--- src/rtl/icff_reader.sv ---
// icff_reader: drains the inter-core FIFO through a 2-entry skid buffer
// and frames header/payload messages into a valid/ready stream.
module icff_reader #(
  parameter int CNT_W = 16
) (
  input  logic             clk,
  input  logic             rst,
  input  logic [15:0]      ff_do,
  input  logic             ff_empty,
  output logic             ff_re,
  output logic [15:0]      m_dat,
  output logic             m_vld,
  input  logic             m_rdy,
  output logic             m_sop,
  output logic             m_eop,
  output logic [7:0]       m_id,
  output logic [CNT_W-1:0] msg_cnt,
  output logic             busy
);

  typedef enum logic {
    HDR = 1'b0,
    PAY = 1'b1
  } state_t;

  state_t           r_state;
  state_t           w_state_n;
  logic [15:0]      r_buf0;
  logic [15:0]      r_buf1;
  logic [1:0]       r_occ;
  logic             r_infl;
  logic [7:0]       r_rem;
  logic             r_first;
  logic [7:0]       r_id;
  logic [CNT_W-1:0] r_cnt;

  logic             w_hdr_take;
  logic             w_xfer;
  logic             w_pop;
  logic [2:0]       w_lvl;
  logic [2:0]       w_occ_n;
  logic [1:0]       w_wr_idx;
  logic [7:0]       w_len;

  assign w_len      = r_buf0[7:0];
  assign w_hdr_take = (r_state == HDR) && (r_occ != 2'd0);
  assign m_vld      = (r_state == PAY) && (r_occ != 2'd0);
  assign w_xfer     = m_vld && m_rdy;
  assign w_pop      = w_hdr_take || w_xfer;

  // Level after this cycle's pending write and pop settle.
  assign w_lvl   = {1'b0, r_occ} + {2'b00, r_infl};
  assign w_occ_n = w_lvl - {2'b00, w_pop};
  assign w_wr_idx = r_occ - {1'b0, w_pop};

  assign ff_re = !rst && !ff_empty &&
                 (w_lvl <= 3'd1 + {2'b00, w_pop});

  always_ff @(posedge clk or posedge rst) begin
    if (rst) begin
      r_buf0 <= '0;
      r_buf1 <= '0;
      r_occ  <= 2'd0;
      r_infl <= 1'b0;
    end else begin
      r_occ  <= w_occ_n[1:0];
      r_infl <= ff_re;
      if (w_pop) begin
        r_buf0 <= r_buf1;
      end
      if (r_infl) begin
        if (w_wr_idx == 2'd0) begin
          r_buf0 <= ff_do;
        end else begin
          r_buf1 <= ff_do;
        end
      end
    end
  end

  always_ff @(posedge clk or posedge rst) begin
    if (rst) begin
      r_state <= HDR;
    end else begin
      r_state <= w_state_n;
    end
  end

  always_comb begin
    w_state_n = r_state;
    unique case (r_state)
      HDR: begin
        if (w_hdr_take && (w_len != 8'd0)) begin
          w_state_n = PAY;
        end
      end
      PAY: begin
        if (w_xfer && (r_rem == 8'd1)) begin
          w_state_n = HDR;
        end
      end
      default: w_state_n = HDR;
    endcase
  end

  always_ff @(posedge clk or posedge rst) begin
    if (rst) begin
      r_rem   <= 8'd0;
      r_first <= 1'b0;
      r_id    <= 8'd0;
      r_cnt   <= '0;
    end else if (w_hdr_take) begin
      r_id <= r_buf0[15:8];
      if (w_len == 8'd0) begin
        r_cnt <= r_cnt + 1'b1;
      end else begin
        r_rem   <= w_len;
        r_first <= 1'b1;
      end
    end else if (w_xfer) begin
      r_rem   <= r_rem - 8'd1;
      r_first <= 1'b0;
      if (r_rem == 8'd1) begin
        r_cnt <= r_cnt + 1'b1;
      end
    end
  end

  assign m_dat   = r_buf0;
  assign m_sop   = (r_state == PAY) && r_first;
  assign m_eop   = (r_state == PAY) && (r_rem == 8'd1);
  assign m_id    = r_id;
  assign msg_cnt = r_cnt;
  assign busy    = (r_state == PAY);

`ifndef SYNTHESIS
  a_no_overflow: assert property (
    @(posedge clk) disable iff (rst) w_occ_n <= 3'd2
  );
`endif

endmodule

--- config.mk ---
export PLATFORM = sky130hd
export DESIGN_NAME = icff_reader
export DESIGN_NICKNAME = d
export VERILOG_FILES = /design/src/rtl/icff_reader.sv
export SDC_FILE = /design/constraint.sdc
export NUM_CORES = 1
export LEC_CHECK = 0
export BUFFER_PORTS_ARGS = -buffer_cell sky130_fd_sc_hd__buf_2
export CAP_MARGIN = 20
export CORE_UTILIZATION = 40
export CTS_CLUSTER_SIZE = 20
export DETAILED_ROUTE_END_ITERATION = 7
export SYNTH_ARGS = -nofsm -noshare
export SYNTH_HDL_FRONTEND = slang
export SYNTH_SLANG_ARGS = --single-unit
--- constraint.sdc ---
create_clock -name clk -period 3.73 [get_ports clk]
set_input_delay 0.5595 -clock clk [delete_from_list [all_inputs] [get_ports clk]]
set_output_delay 0.5595 -clock clk [all_outputs]
set_load 0.02 [all_outputs]
Yosys cells after proc, flatten, opt, wreduce, memory -nomap -nowiden:

Cells that the tools add are included.
Widths: inputs -> output; s select.

* flip-flop bits (word level): 69
* logic and storage cells: 58
* input bits: 20

* $add $sub $neg: 6
* reductions and logical operators: 21
* bitwise gates (word level): 2
* equal/unequal tests: 3
* mux-type cells: 16
* order comparisons: 1

Operators with widths (count)
* $mux 16: 7
* $mux 8: 3
* $add 16x1->16 const B: 1
* $logic_and 1x1->1: 9
* $eq 8x1->1 const B: 1
* $logic_not 8->1: 1
* $reduce_bool 8->1: 1
* $sub 8x1->8 const B: 1
* $reduce_bool 2->1: 3
* $mux 1: 5
* $reduce_and 2->1: 2
* $sub 2x1->2: 2
* $add 2x1->3: 1
* $le 3x2->1: 1
* $reduce_and 3->1: 1
* $add 1x1->2 const A: 1
* $logic_not 1->1: 2
* $logic_not 2->1: 1
* $ne 2x1->1 const B: 1
* $ne 2x2->1 const B: 1
* $not 1->1: 2
* $pmux 1 s2: 1
* $logic_or 1x1->1: 1

Depth between registers and ports, before layout:

* word-level depth: 8
* depth in mapped cells: 7

Worst setup path after synthesis:

Ideal clock, no wire load.

* kind: register -> output
* from: register r_state (netlist: busy)
* to: output port ff_re
* buffers on the path: 1
* required time: 3171 ps
* arrival: 2290 ps
* cell stages (with the launch flop): 8
* slack: 881 ps
* cell sequence: dfrtp_1 inv_1 a2bb2oi_4 buf_4 fa_1 nor3_1 a21oi_1 nor3_1

* word-level cells in the longest chain between the ends: 6
* elaborated cells between the ends (all ways): 8

Ends and longest elaborated chain
* start, declared: RTL line 26 `state_t r_state;`
* start signal, assigned: RTL line 85 `r_state <= w_state_n;`
* $logic_and 1x1->1 or $not 1->1 (tied branches)
* $logic_and 1x1->1 (on tied branches): RTL line 48, 46
* $logic_or 1x1->1 *: RTL line 49 `assign w_pop = w_hdr_take || w_xfer;`
* $add 1x1->2 *: RTL line 57 `(w_lvl <= 3'd1 + {2'b00, w_pop});`
* $le 3x2->1 *: RTL line 57
* $logic_and 1x1->1 *: RTL line 56 `assign ff_re = !rst && !ff_empty &&`
* end, declared: RTL line 10 `output logic ff_re,`

Mark *: on every way between the ends. The rest lies on a longest branch, timed or not.

Worst setup path after layout:

* from: register r_occ[1]
* to: output port ff_re

* word-level cells in the longest chain between the ends: 7
* elaborated cells between the ends (all ways): 9

Ends and longest elaborated chain
* start, declared: RTL line 30 `logic [1:0] r_occ;`
* start signal, assigned: RTL line 66 `r_occ <= w_occ_n[1:0];`
* $reduce_bool 2->1: RTL line 46, 47
* $logic_and 1x1->1: RTL line 47 `assign m_vld = (r_state == PAY) && (r_occ != 2'd0);`
* $logic_and 1x1->1: RTL line 48 `assign w_xfer = m_vld && m_rdy;`
* $logic_or 1x1->1: RTL line 49
* $add 1x1->2: RTL line 57
* $le 3x2->1 *: RTL line 57
* $logic_and 1x1->1 *: RTL line 56

Marks and branches as above.

==> flow_summary.yaml <==
worst_setup_path:
  slowest_stage: "dfrtp_1"
  cp_num_buf_inv: 4
  r2r_end: "r_buf1[13]"
  cp_data_arrival_time_ns: 2.48
  cp_max_fo: 17
  path_delay_family: "buffers and inverters"
  slowest_delay_ns: 0.51
  cp_cell_sequence: "inv_2, a2bb2oi_4, buf_4, inv_1, ha_1, or3_1, a21oi_1, nor3_1, buf_2"
  r2r_start: "r_occ[1]"
  reg2reg_slack_ns: 1.46
  ff2ff_path_depth: 6
  cp-start-kind: "flop"
  critPathRequiredTime_ns: 3.17
  cp-end-kind: "output pin"
  crit_type: "flop to output pin"
pwr:
  p_total_mw: 3.385
  leakage_nw: 1.904
  p_per_area_nw_per_um2: 873.9
  ir_drop_uv: 385.7
drt:
  antenna_left: 0
  vias_per_cell: 5.047
  drt_pass1_iterations: 4
  wire_per_inst_um: 14.29
  vias: 2387
  drt_drc_violations_left: 0
  wirelength_um: 6758
  drtIter0Drc: 127
timing:
  worst_slew_pin_slew_ns: 0.9888
  hold_ws_ns: 0.2611
  slew_headroom_pct: 34.08
  fin_ws_ns: 0.6878
  min_period_ns: 3.042
  period_share_pct: 81.56
  rsz0062_at_grt: "no"
  clock.fmax_ghz: 0.3287
  setup_viol: 0
  hold_viol_final: 0
  finalSetupTns_ns: 0
  skew_ns: 0.008166
  finalMaxSlewViolations: 0
synthesis:
  ys_types: 44
  synthArstFlopShare_pct: 100.0
  yosysTopAreaCellShare_pct: 52.87
  syn_area_um2: 3266
  ys_seq_area_share_pct: 52.87
  synth_top_area_cell: "dfrtp_1"
  syn-num-nets: 324
  synth_edf_count: 0
  netlist_top_cells_area: "dfrtp_1 53%, nand2_1 5.5%, mux2i_1 5.2%"
  yosysWarnings: 0
  yosys_most_used_dff: "dfrtp_1"
  synth_seq_cells: 69
  synth_cells: 296
  avgSynthCellArea_um2: 11.03
clock_tree:
  clock_latency_ns: 0.34
  path_clk_slew_ns: 0.07
  hold_buffers: 0
  cts_resized: 0
  cts_sinks: 69
  cts_max_level: 3
  cts_root_buffer: "clkbuf_8"
  numCtsBuffers: 9
  cts_tree: "built"
  cts_max_path_buffers: 2
  cts_setup_buffers: 0
cells_and_area:
  final_cell_count_no_fill: 473
  stdcell_area_um2: 3874
  drive_gt1_share_pct: 29.92
  post-route-util_pct: 49.62
  nets: 394
  diodes: 0
  area_delta_synth_final_pct: 18.62
  fillCellCount: 745
placed_design:
  place_area_um2: 3695
  portBuffers: 64
  place_congestion: 0.8072
  place_inst: 457
  post-dp-hpwl_um: 4752
  dp_slack_ns: 0.9805
die:
  die_x_um: 92.36
  core_area_um2: 7807
  initial_core_util_pct: 41.83
  rows: 32
  die-area_um2: 8529
  ios: 65
  die_y_um: 92.36
global_route:
  grt_first_pass_wirelength_um: 11540
  grt_max_degree: 33
  antenna_found_initial: 0
  track_usage_pct: 17.63
  overflow: 0
  grt_pass1_vias: 2387
min_path:
  hold_class: "input pin to async pin"
job:
  max-cap-violations: 0
status:
  status: "finished clean"
==> report_power, final <==
part           internal (mW)  total [mW]  leakage (nW)  switching (mW)
combinational          0.635        1.49         0.981           0.853
clock                  0.277       0.555        0.0857           0.278
sequential              1.06        1.34         0.837           0.278
total                   1.98        3.39          1.90            1.41
==> how the worst max path moves through the flow <==
stage                        start     to  slack [ns]  cells past startpoint
after CTS                 r_occ[1]  ff_re        0.65                      9
after detailed placement     m_rdy  ff_re        0.98                      9
after floorplan               busy  ff_re        0.88                      7
final                     r_occ[1]  ff_re        0.69                      9
after global routing      r_occ[1]  ff_re        0.52                      9
after global placement       m_rdy  ff_re        1.00                      9
==> cells in the final DEF, fill, tap and decap left out, drive strengths merged, types with 2 or more instances in the layout <==
cell type,count
buf,68
nand3,5
a21o,2
nor3,6
mux2,17
xnor2,5
inv,12
mux2i,17
a21oi,10
o21ai,26
clkinvlp,2
and2,2
xor2,11
dfrtp,69
nand4,4
clkbuf,13
o2bb2ai,2
ha,7
nor4,3
a22oi,3
nor2,21
nor3b,2
nand2,48
==> layer usage <==
metal / vias up / part of all wire (%) / wire length, µm / global-route usage [%]
met3: 10 / 3.9 / 264 / 4.187
met5: - / 0 / 0 / 0
met4: 0 / 1.9 / 131 / 9.115
met2: 57 / 46 / 3125 / 26.17
li1: 1160 / - / - / -
met1: 1160 / 48 / 3237 / 23.97
==> synth_stat cells, types with 2 or more instances <==
library cell	instances
dfrtp_1	69
nand2_1	48
o21ai_0	25
nor2_1	20
mux2i_1	17
inv_1	11
xor2_1	11
a21oi_1	10
mux2_4	10
clkbuf_1	7
ha_1	7
mux2_2	7
nor3_1	6
nand3_1	5
xnor2_1	5
a22oi_1	3
nand4_1	3
a21o_1	2
and2_1	2
nor3b_2	2
nor4_1	2
o2bb2ai_1	2
==> logic make-up (layout without fill, tap and decap cells) <==
group	Yosys count	in the layout	synth area share, %
and+or+nand+nor	96	96	13.87
DFF	69	69	52.87
AOI/OAI and AO/OA	52	52	10.58
muxes	34	34	12.22
buffers and inverters	21	96	2.874
xor gates and xnor gates	16	16	4.291
adders and majority gates	8	8	3.295
==> cell type report <==
cell class / count / area (µm²) / share of cell area, %
Sequential cell: 69 / 1727 / 44.57
Multi-Input combinational cell: 206 / 1445 / 37.31
Timing Repair Buffer: 68 / 350.3 / 9.044
Clock buffer: 13 / 158.9 / 4.102
Tap cell: 102 / 127.6 / 3.295
Inverter: 12 / 45.04 / 1.163
Clock inverter: 3 / 20.02 / 0.5168
==> state kept, by name (all words and copies together) (netlist names) <==
name     cells
busy         1
m_dat       16
m_id         8
msg_cnt     16
r_buf1      16
r_first      1
r_infl       1
r_occ        2
r_rem        8
==> worst reg2reg max path: cells and delay by family (launching register included) <==
| kind | cells | cell delay (ns) |
|---|---|---|
| AOI/OAI and AO/OA | 2 | 0.72 |
| DFF | 1 | 0.51 |
| and+or+nand+nor | 1 | 0.08 |
| muxes | 1 | 0.41 |
| buffers and inverters | 2 | 0.43 |
No activity file was read; power rests on OpenSTA's default activity.
